--- config.mk ---
export PLATFORM = sky130hd
export DESIGN_NAME = packet_transmitter
export DESIGN_NICKNAME = d
export VERILOG_FILES = /design/src/rtl/packet_transmitter.sv
export SDC_FILE = /design/constraint.sdc
export NUM_CORES = 1
export LEC_CHECK = 0
export ABC_AREA = 1
export ABC_CLOCK_PERIOD_IN_PS = 3400
export CORE_ASPECT_RATIO = 1.5
export CORE_UTILIZATION = 59
export DETAILED_ROUTE_END_ITERATION = 12
export MAX_ROUTING_LAYER = met4
export PLACE_DENSITY = 0.89
export RECOVER_POWER = 100
export SLEW_MARGIN = 30
export SYNTH_ARGS = -nofsm -noshare
export SYNTH_HDL_FRONTEND = slang
export SYNTH_SLANG_ARGS = --single-unit
export TNS_END_PERCENT = 30
--- constraint.sdc ---
create_clock -name clk -period 3.4 [get_ports clk]
set_clock_uncertainty 0.05 [all_clocks]
set_input_delay 1.02 -clock clk [delete_from_list [all_inputs] [get_ports clk]]
set_output_delay 1.02 -clock clk [all_outputs]
set_load 0.02 [all_outputs]
--- src/rtl/packet_transmitter.sv ---
// Source end of the point-to-point packet link: queues write requests in a FIFO,
// frames each as one parallel packet, and retransmits until acked or retries run out.
module packet_transmitter #(
  parameter int ID_WIDTH   = 2,
  parameter int ADDR_WIDTH = 2,
  parameter int DATA_WIDTH = 2,
  parameter int FIFO_DEPTH = 4,
  parameter int TIMEOUT    = 8,
  parameter int MAX_RETRY  = 3
) (
  input  logic                                      clk,
  input  logic                                      rst,
  input  logic                                      wr_en,
  input  logic [ID_WIDTH-1:0]                       dest_id,
  input  logic [ADDR_WIDTH-1:0]                     tx_addr,
  input  logic [DATA_WIDTH-1:0]                     data_in,
  output logic                                      full,
  output logic                                      empty,
  output logic                                      overflow,
  output logic [ID_WIDTH+ADDR_WIDTH+DATA_WIDTH-1:0] tx_out,
  output logic                                      tx_valid,
  input  logic                                      ack_in,
  input  logic [ID_WIDTH-1:0]                       ack_id,
  output logic                                      busy,
  output logic                                      done,
  output logic                                      err
);

  localparam int PKT_W = ID_WIDTH + ADDR_WIDTH + DATA_WIDTH;
  localparam int PTR_W = $clog2(FIFO_DEPTH);
  localparam int CNT_W = PTR_W + 1;
  localparam int TMR_W = $clog2(TIMEOUT);
  localparam int RTY_W = $clog2(MAX_RETRY + 2);

  typedef enum logic [1:0] {IDLE, SEND, WAIT_ACK} state_t;

  state_t             state, state_next;
  logic [PKT_W-1:0]   mem [FIFO_DEPTH];
  logic [PTR_W-1:0]   wr_ptr, rd_ptr;
  logic [CNT_W-1:0]   count;
  logic [TMR_W-1:0]   timer, timer_next;
  logic [RTY_W-1:0]   retry_cnt, retry_next;
  logic               push, pop, load_head, ack_match;

  assign full     = (count == CNT_W'(FIFO_DEPTH));
  assign empty    = (count == '0);
  assign push     = wr_en && !full;
  assign overflow = wr_en && full;

  // NOTE: the storage array is deliberately left without reset; the pointers and
  // count are reset, so stale entries can never be read.
  always_ff @(posedge clk) begin
    if (push) mem[wr_ptr] <= {dest_id, tx_addr, data_in};
  end

  // NOTE: state registers use non-blocking assignments so every flop samples
  // the pre-edge values, independent of block ordering.
  always_ff @(posedge clk or posedge rst) begin
    if (rst) begin
      wr_ptr <= '0;
      rd_ptr <= '0;
      count  <= '0;
    end else begin
      if (push) wr_ptr <= wr_ptr + 1'b1;
      if (pop)  rd_ptr <= rd_ptr + 1'b1;
      case ({push, pop})
        2'b10:   count <= count + 1'b1;
        2'b01:   count <= count - 1'b1;
        default: ;
      endcase
    end
  end

  // The held packet lives in tx_out itself, so it only changes when a new head
  // is latched and otherwise holds between pulses.
  always_ff @(posedge clk or posedge rst) begin
    if (rst) begin
      state     <= IDLE;
      timer     <= '0;
      retry_cnt <= '0;
      tx_out    <= '0;
    end else begin
      state     <= state_next;
      timer     <= timer_next;
      retry_cnt <= retry_next;
      if (load_head) tx_out <= mem[rd_ptr];
    end
  end

  assign ack_match = ack_in && (ack_id == tx_out[PKT_W-1 -: ID_WIDTH]);
  assign tx_valid  = (state == SEND);
  assign busy      = (state != IDLE);

  // NOTE: every signal written here gets a default first so no latch is inferred.
  always_comb begin
    state_next = state;
    timer_next = timer;
    retry_next = retry_cnt;
    load_head  = 1'b0;
    pop        = 1'b0;
    done       = 1'b0;
    err        = 1'b0;
    case (state)
      IDLE: begin
        if (!empty) begin
          load_head  = 1'b1;
          retry_next = '0;
          state_next = SEND;
        end
      end
      SEND: begin
        timer_next = '0;
        state_next = WAIT_ACK;
      end
      WAIT_ACK: begin
        // A matching ack beats a timeout in the same cycle.
        if (ack_match) begin
          pop        = 1'b1;
          done       = 1'b1;
          state_next = IDLE;
        end else if (timer == TMR_W'(TIMEOUT - 1)) begin
          if (retry_cnt < RTY_W'(MAX_RETRY)) begin
            retry_next = retry_cnt + 1'b1;
            state_next = SEND;
          end else begin
            pop        = 1'b1;
            err        = 1'b1;
            state_next = IDLE;
          end
        end else begin
          timer_next = timer + 1'b1;
        end
      end
      default: state_next = IDLE;
    endcase
  end

endmodule

Yosys cells after proc, flatten, opt, wreduce, memory -nomap -nowiden
Memories as Yosys holds them, arrays and structs flattened. A register that Yosys moved wholly into a read port is not among the register bits.
Cells that the tools add are included.
Storage, ports and cells
  register bits: 15
  memory bits (writable): 24
  output and inout port bits: 13
  memories kept: 1
Memories
  mem: words 4, bits a word 6, read ports 1, clocked after memory_dff 1, write ports 1, RTL line 38  | logic [PKT_W-1:0] mem [FIFO_DEPTH];
Cells by class
  add/sub/neg operators: 6
  order comparisons: 1
  eq/ne operators: 13
  mux-type cells: 26
  reduce and logical (&&, ||, !) cells: 13
Operators with widths (count)
  3-bit 2-to-1 mux: 6
  3-bit one-hot mux with 2 select lines: 3
  1-bit 2-to-1 mux: 13
  2-bit inequality test, second input constant: 5
  3-bit by 1-bit adder with 3-bit output, second input constant: 3
  2-bit nonzero test: 4
  3-bit == test, second input constant: 2
  2-bit 2-to-1 mux: 3
  2-bit one-hot mux with 3 select lines: 1
  5-bit AND reduction: 1
  2-bit by 1-bit adder with 2-bit output, second input constant: 2
  2-bit by 1-bit == test with 1-bit output, second input constant: 2
  2-bit == test, second input constant: 2
  1-bit logical AND: 3
  3-bit logical NOT: 1
  3-bit by 2-bit less-than comparator with 1-bit output, second input constant: 1
  3-bit inequality test, second input constant: 1
  3-bit AND reduction: 1
  3-bit by 1-bit subtractor with 3-bit output, second input constant: 1
  2-bit == test: 1
  2-bit logical NOT: 1
  2-bit AND reduction: 1
  1-bit logical NOT: 1

Depth between registers and ports, before layout
  depth after elaboration: 7
  gate-level depth with buffers: 12
  depth with buffers taken out: 12

Least setup slack after synthesis
No wires, ideal clock.
  path kind: input-to-output
  start point: input ack_in
  end point: output err
  arrival: 1.555 ns
  data required time: 2.330 ns
  setup slack: 0.775 ns
  stages: 3
  path buffers: 0
  cell sequence: inv_1 > a21oi_4 > a31oi_1
Between the ends
  longest elaborated chain between the ends: 3
RTL lines
  start, declared: RTL line 22  | input logic ack_in,
  1-bit logical AND: RTL line 90  | assign ack_match = ack_in && (ack_id == tx_out[PKT_W-1 -: ID_WIDTH]);
  1-bit 2-to-1 mux: RTL line 117  | if (ack_match) begin
  1-bit 2-to-1 mux: RTL line 103  | case (state)
  end, declared: RTL line 26  | output logic err
Every way passes these cells.

Worst setup path after layout
  start point: input wr_en
  end point: output overflow
Between the ends
  longest elaborated chain between the ends: 1
RTL lines
  start, declared: RTL line 13  | input logic wr_en,
  1-bit logical AND: RTL line 48  | assign overflow = wr_en && full;
  end, declared: RTL line 19  | output logic overflow,
Every way passes these cells.

==> metrics.md <==
| Metric | Value |
|---|---|
| Status | finished clean |
| Sum Neg Setup Slack | 0 ns |
| First-pass GRT wire length | 6310 microns |
| Clk pwr share | 14.9% |
| Pin count of the biggest net entering global routing | 22 |
| Slew at the pin with the worst max-slew slack | 0.803 ns |
| Vias in the first global route | 1446 |
| Tcrit/Tclk final | 98.3% |
| Warnings, synthesis | 0 |
| Worst vdd ir | 504 uV |
| Antenna Nets Post-Route | 0 |
| Multi-input combinational cell area | 736 sq um |
| Register share of total power | 43.3% |
| CTS tree | built |
| DRT iter0 DRCs | 32 |
| RR Startpoint | state[0]$_DFFE_PP0P_ |
| GP Congestion | 0.805 |
| Count of different cell masters after synthesis | 30 |
| CP startpoint kind | input port |
| CTS Buf Count | 5 |
| Register Area | 1250 sq um |
| Switch share | 40.3% |
| Setup WS pre-CTS | -0.163 ns |
| H-Tree Depth | 2 |
| CP arrival | 2.27 ns |
| Die Height | 75.7 microns |
| DP HPWL | 2780 microns |
| DR WL met3 | 103 microns |
| WL final | 3710 microns |
| Final nets | 267 |
| Layout cells sized above 1 | 4.94% |
| Post-synthesis sequential area ratio | 58.3% |
| Worst min-delay path class | reg -> reg |
| Final core occ | 71.8% |
| Setup CP Type | in -> out |
| Vias | 1505 |
| Initial antenna violation count | 0 |
| Cell count after synthesis | 213 |
| Power per cell area | 815 nW/um^2 |
| CP Data Required Time | 2.33 ns |
| Post-Syn Area | 2140 sq um |
| Final WS setup | 0.0575 ns |
| CTS Sinks | 45 |
| Final hold violations | 0 |
| P_leak | 1.11 nW |
| Postcts setup bufs | 0 |
| Psw | 0.000814 W |
| Fmax | 0.299 GHz |
| Syn-to-layout area delta | 15.9% |
| Max_slew headroom | 46.4% |
| R2R cell count | 11 |
| Starting density of the core | 62.0% |
| Clock root cell | clkbuf_8 |
| Rows | 26 |
| Crit. End Element | output pin |
| DR DRC count | 0 |
| Number of enable flip-flop cells after synthesis | 24 |
| Max-cap violation count | 0 |
| Clk_lat worst skew | 0.29 ns |
| Die span in x | 51.1 microns |
| Critical path peak fanout | 2 |
| Commonest non-fill, non-tap cell in the layout | nand2_1 |
| Worst Setup SP | wr_en |
| Final setup viols | 0 |
| Antenna fix cells | 0 |
| CTS Hold Buffers Added | 0 |
| Layout fillers | 252 |
| Syn nets | 238 |
| Post-DP Area | 2410 sq um |
| Synthesized area per cell | 10.0 sq um |
| Via/cell ratio | 5.28 |
| Synth Flop Type | edfxtp_1 |
| Met2 wire len | 2020 microns |
| Asr flop ratio synth | 46.7% |
| Worst Hold Launch | timer[2]$_DFFE_PP0P_ |
| Clock buffer depth | 2 |
| Gate power share | 41.7% |
| Core region area | 3450 sq um |
| Synth Register Bits | 45 |
| Avg WL per Cell | 13.0 microns |
| RSZ-0062 raised after global routing | no |
| Hold Path Stages | 2 |
| DIE AREA | 3870 sq um |
| DRT Pass-1 Iters | 4 |
| Most frequent cells in the layout | 39 x nand2_1, 35 x nor2_1, 30 x inv_1 |
| Top sig layer | met4 |
| WL met1 | 1490 microns |
| Min Clock Period, post-route | 3.34 ns |
| Number of port buffers | 24 |
| I/O pins | 25 |
| Congestion Overflow GR | 0 |
| CTS clk-pin slew, worst paths | 0.07 ns |
| Final count of pins violating max slew | 0 |
| Final instance area | 2480 sq um |
| Internal | 0.00120 W |
| Total track usage | 23.6% |
-- power by group through the flow --
| stage | Combinational, W | Sequential [W] | Clock, W |
|---|---|---|---|
| 2_1_floorplan | 0.000608 | 0.000883 | 0 |
| 3_3_place_gp | 0.000843 | 0.000877 | 0 |
| 3_5_place_dp | 0.000880 | 0.000885 | 0 |
| 4_1_cts | 0.000885 | 0.000875 | 0.000311 |
| 5_1_grt | 0.000957 | 0.000900 | 0.000336 |
| 6_report | 0.000842 | 0.000874 | 0.000301 |
-- metrics by stage --
step,hold slack [ns],instances,total power (W)
6_report,0.446,285,0.00202
5_1_grt,0.467,285,0.00219
4_1_cts,0.447,285,0.00207
3_5_place_dp,0.427,277,0.00177
3_3_place_gp,0.416,277,0.00172
2_1_floorplan,0.403,213,0.00149
-- critical path, stage by stage --
cell and delay [ns]:
clkdlybuf4s50_1 0.49, inv_1 0.05, nor2_1 0.11, clkdlybuf4s50_1 0.61
-- synth_stat cells (2+ instances only) --
| library cell | n | area share, % |
|---|---|---|
| a21oi_1 | 4 | 0.94 |
| nand2_1 | 37 | 6.5 |
| dfrtp_1 | 21 | 25 |
| ha_1 | 12 | 7.0 |
| inv_1 | 30 | 5.3 |
| o21ai_0 | 16 | 3.7 |
| o22ai_1 | 2 | 0.59 |
| a31oi_1 | 5 | 1.5 |
| xor2_1 | 2 | 0.82 |
| nor2_1 | 35 | 6.1 |
| edfxtp_1 | 24 | 34 |
| nand2_2 | 2 | 0.59 |
| o21ai_1 | 3 | 0.70 |
| nand3_1 | 4 | 0.94 |
-- worst paths after layout --
kind                                          to  slack (ns)
max                                     overflow        0.06
min                         timer[2]$_DFFE_PP0P_        0.45
max reg2reg                 count[2]$_DFFE_PP0P_        0.97
min reg2reg                 timer[2]$_DFFE_PP0P_        0.45
max in group asynchronous  tx_out[5]$_DFFE_PP0P_        1.53
min in group asynchronous   count[1]$_DFFE_PP0P_        1.27
-- registers in the layout, indices dropped and copies added (netlist names) --
| name | cells |
|---|---|
| mem | 24 |
| tx_out | 6 |
| count | 3 |
| retry_cnt | 3 |
| timer | 3 |
| rd_ptr | 2 |
| state | 2 |
| wr_ptr | 2 |
-- cells by family after synthesis --
logic type / count (synthesis) / synth area share, %
DFF: 45 / 58.3
buffers and inverters: 35 / 6.73
adders and majority gates: 13 / 7.96
AOI/OAI and AO/OA: 33 / 8.96
and+or+nand+nor: 84 / 16.8
xor gates and xnor gates: 3 / 1.23
-- cell type report --
| type | instances | share of cell area (%) |
|---|---|---|
| multi-input cells | 133 | 29.7 |
| clock buffers | 7 | 3.08 |
| well taps | 42 | 2.12 |
| inverters | 32 | 4.85 |
| clock inverters | 1 | 0.152 |
| flip-flops and latches | 45 | 50.3 |
| repair buffers | 25 | 9.75 |
-- per-layer routing --
layer  global-route usage, %  vias up
li1                        -      753
met1                    24.8      713
met2                    41.5       28
met3                    5.19       11
met4                    11.4        0
met5                       -        -
-- what timing repair did --
| item | in CTS | in global routing |
|---|---|---|
| resized for setup | 2 | 0 |
| setup endpoints to repair | 2 | 0 |
| hold endpoints to repair | 0 | 0 |
Power figures use the tool's default switching activity.
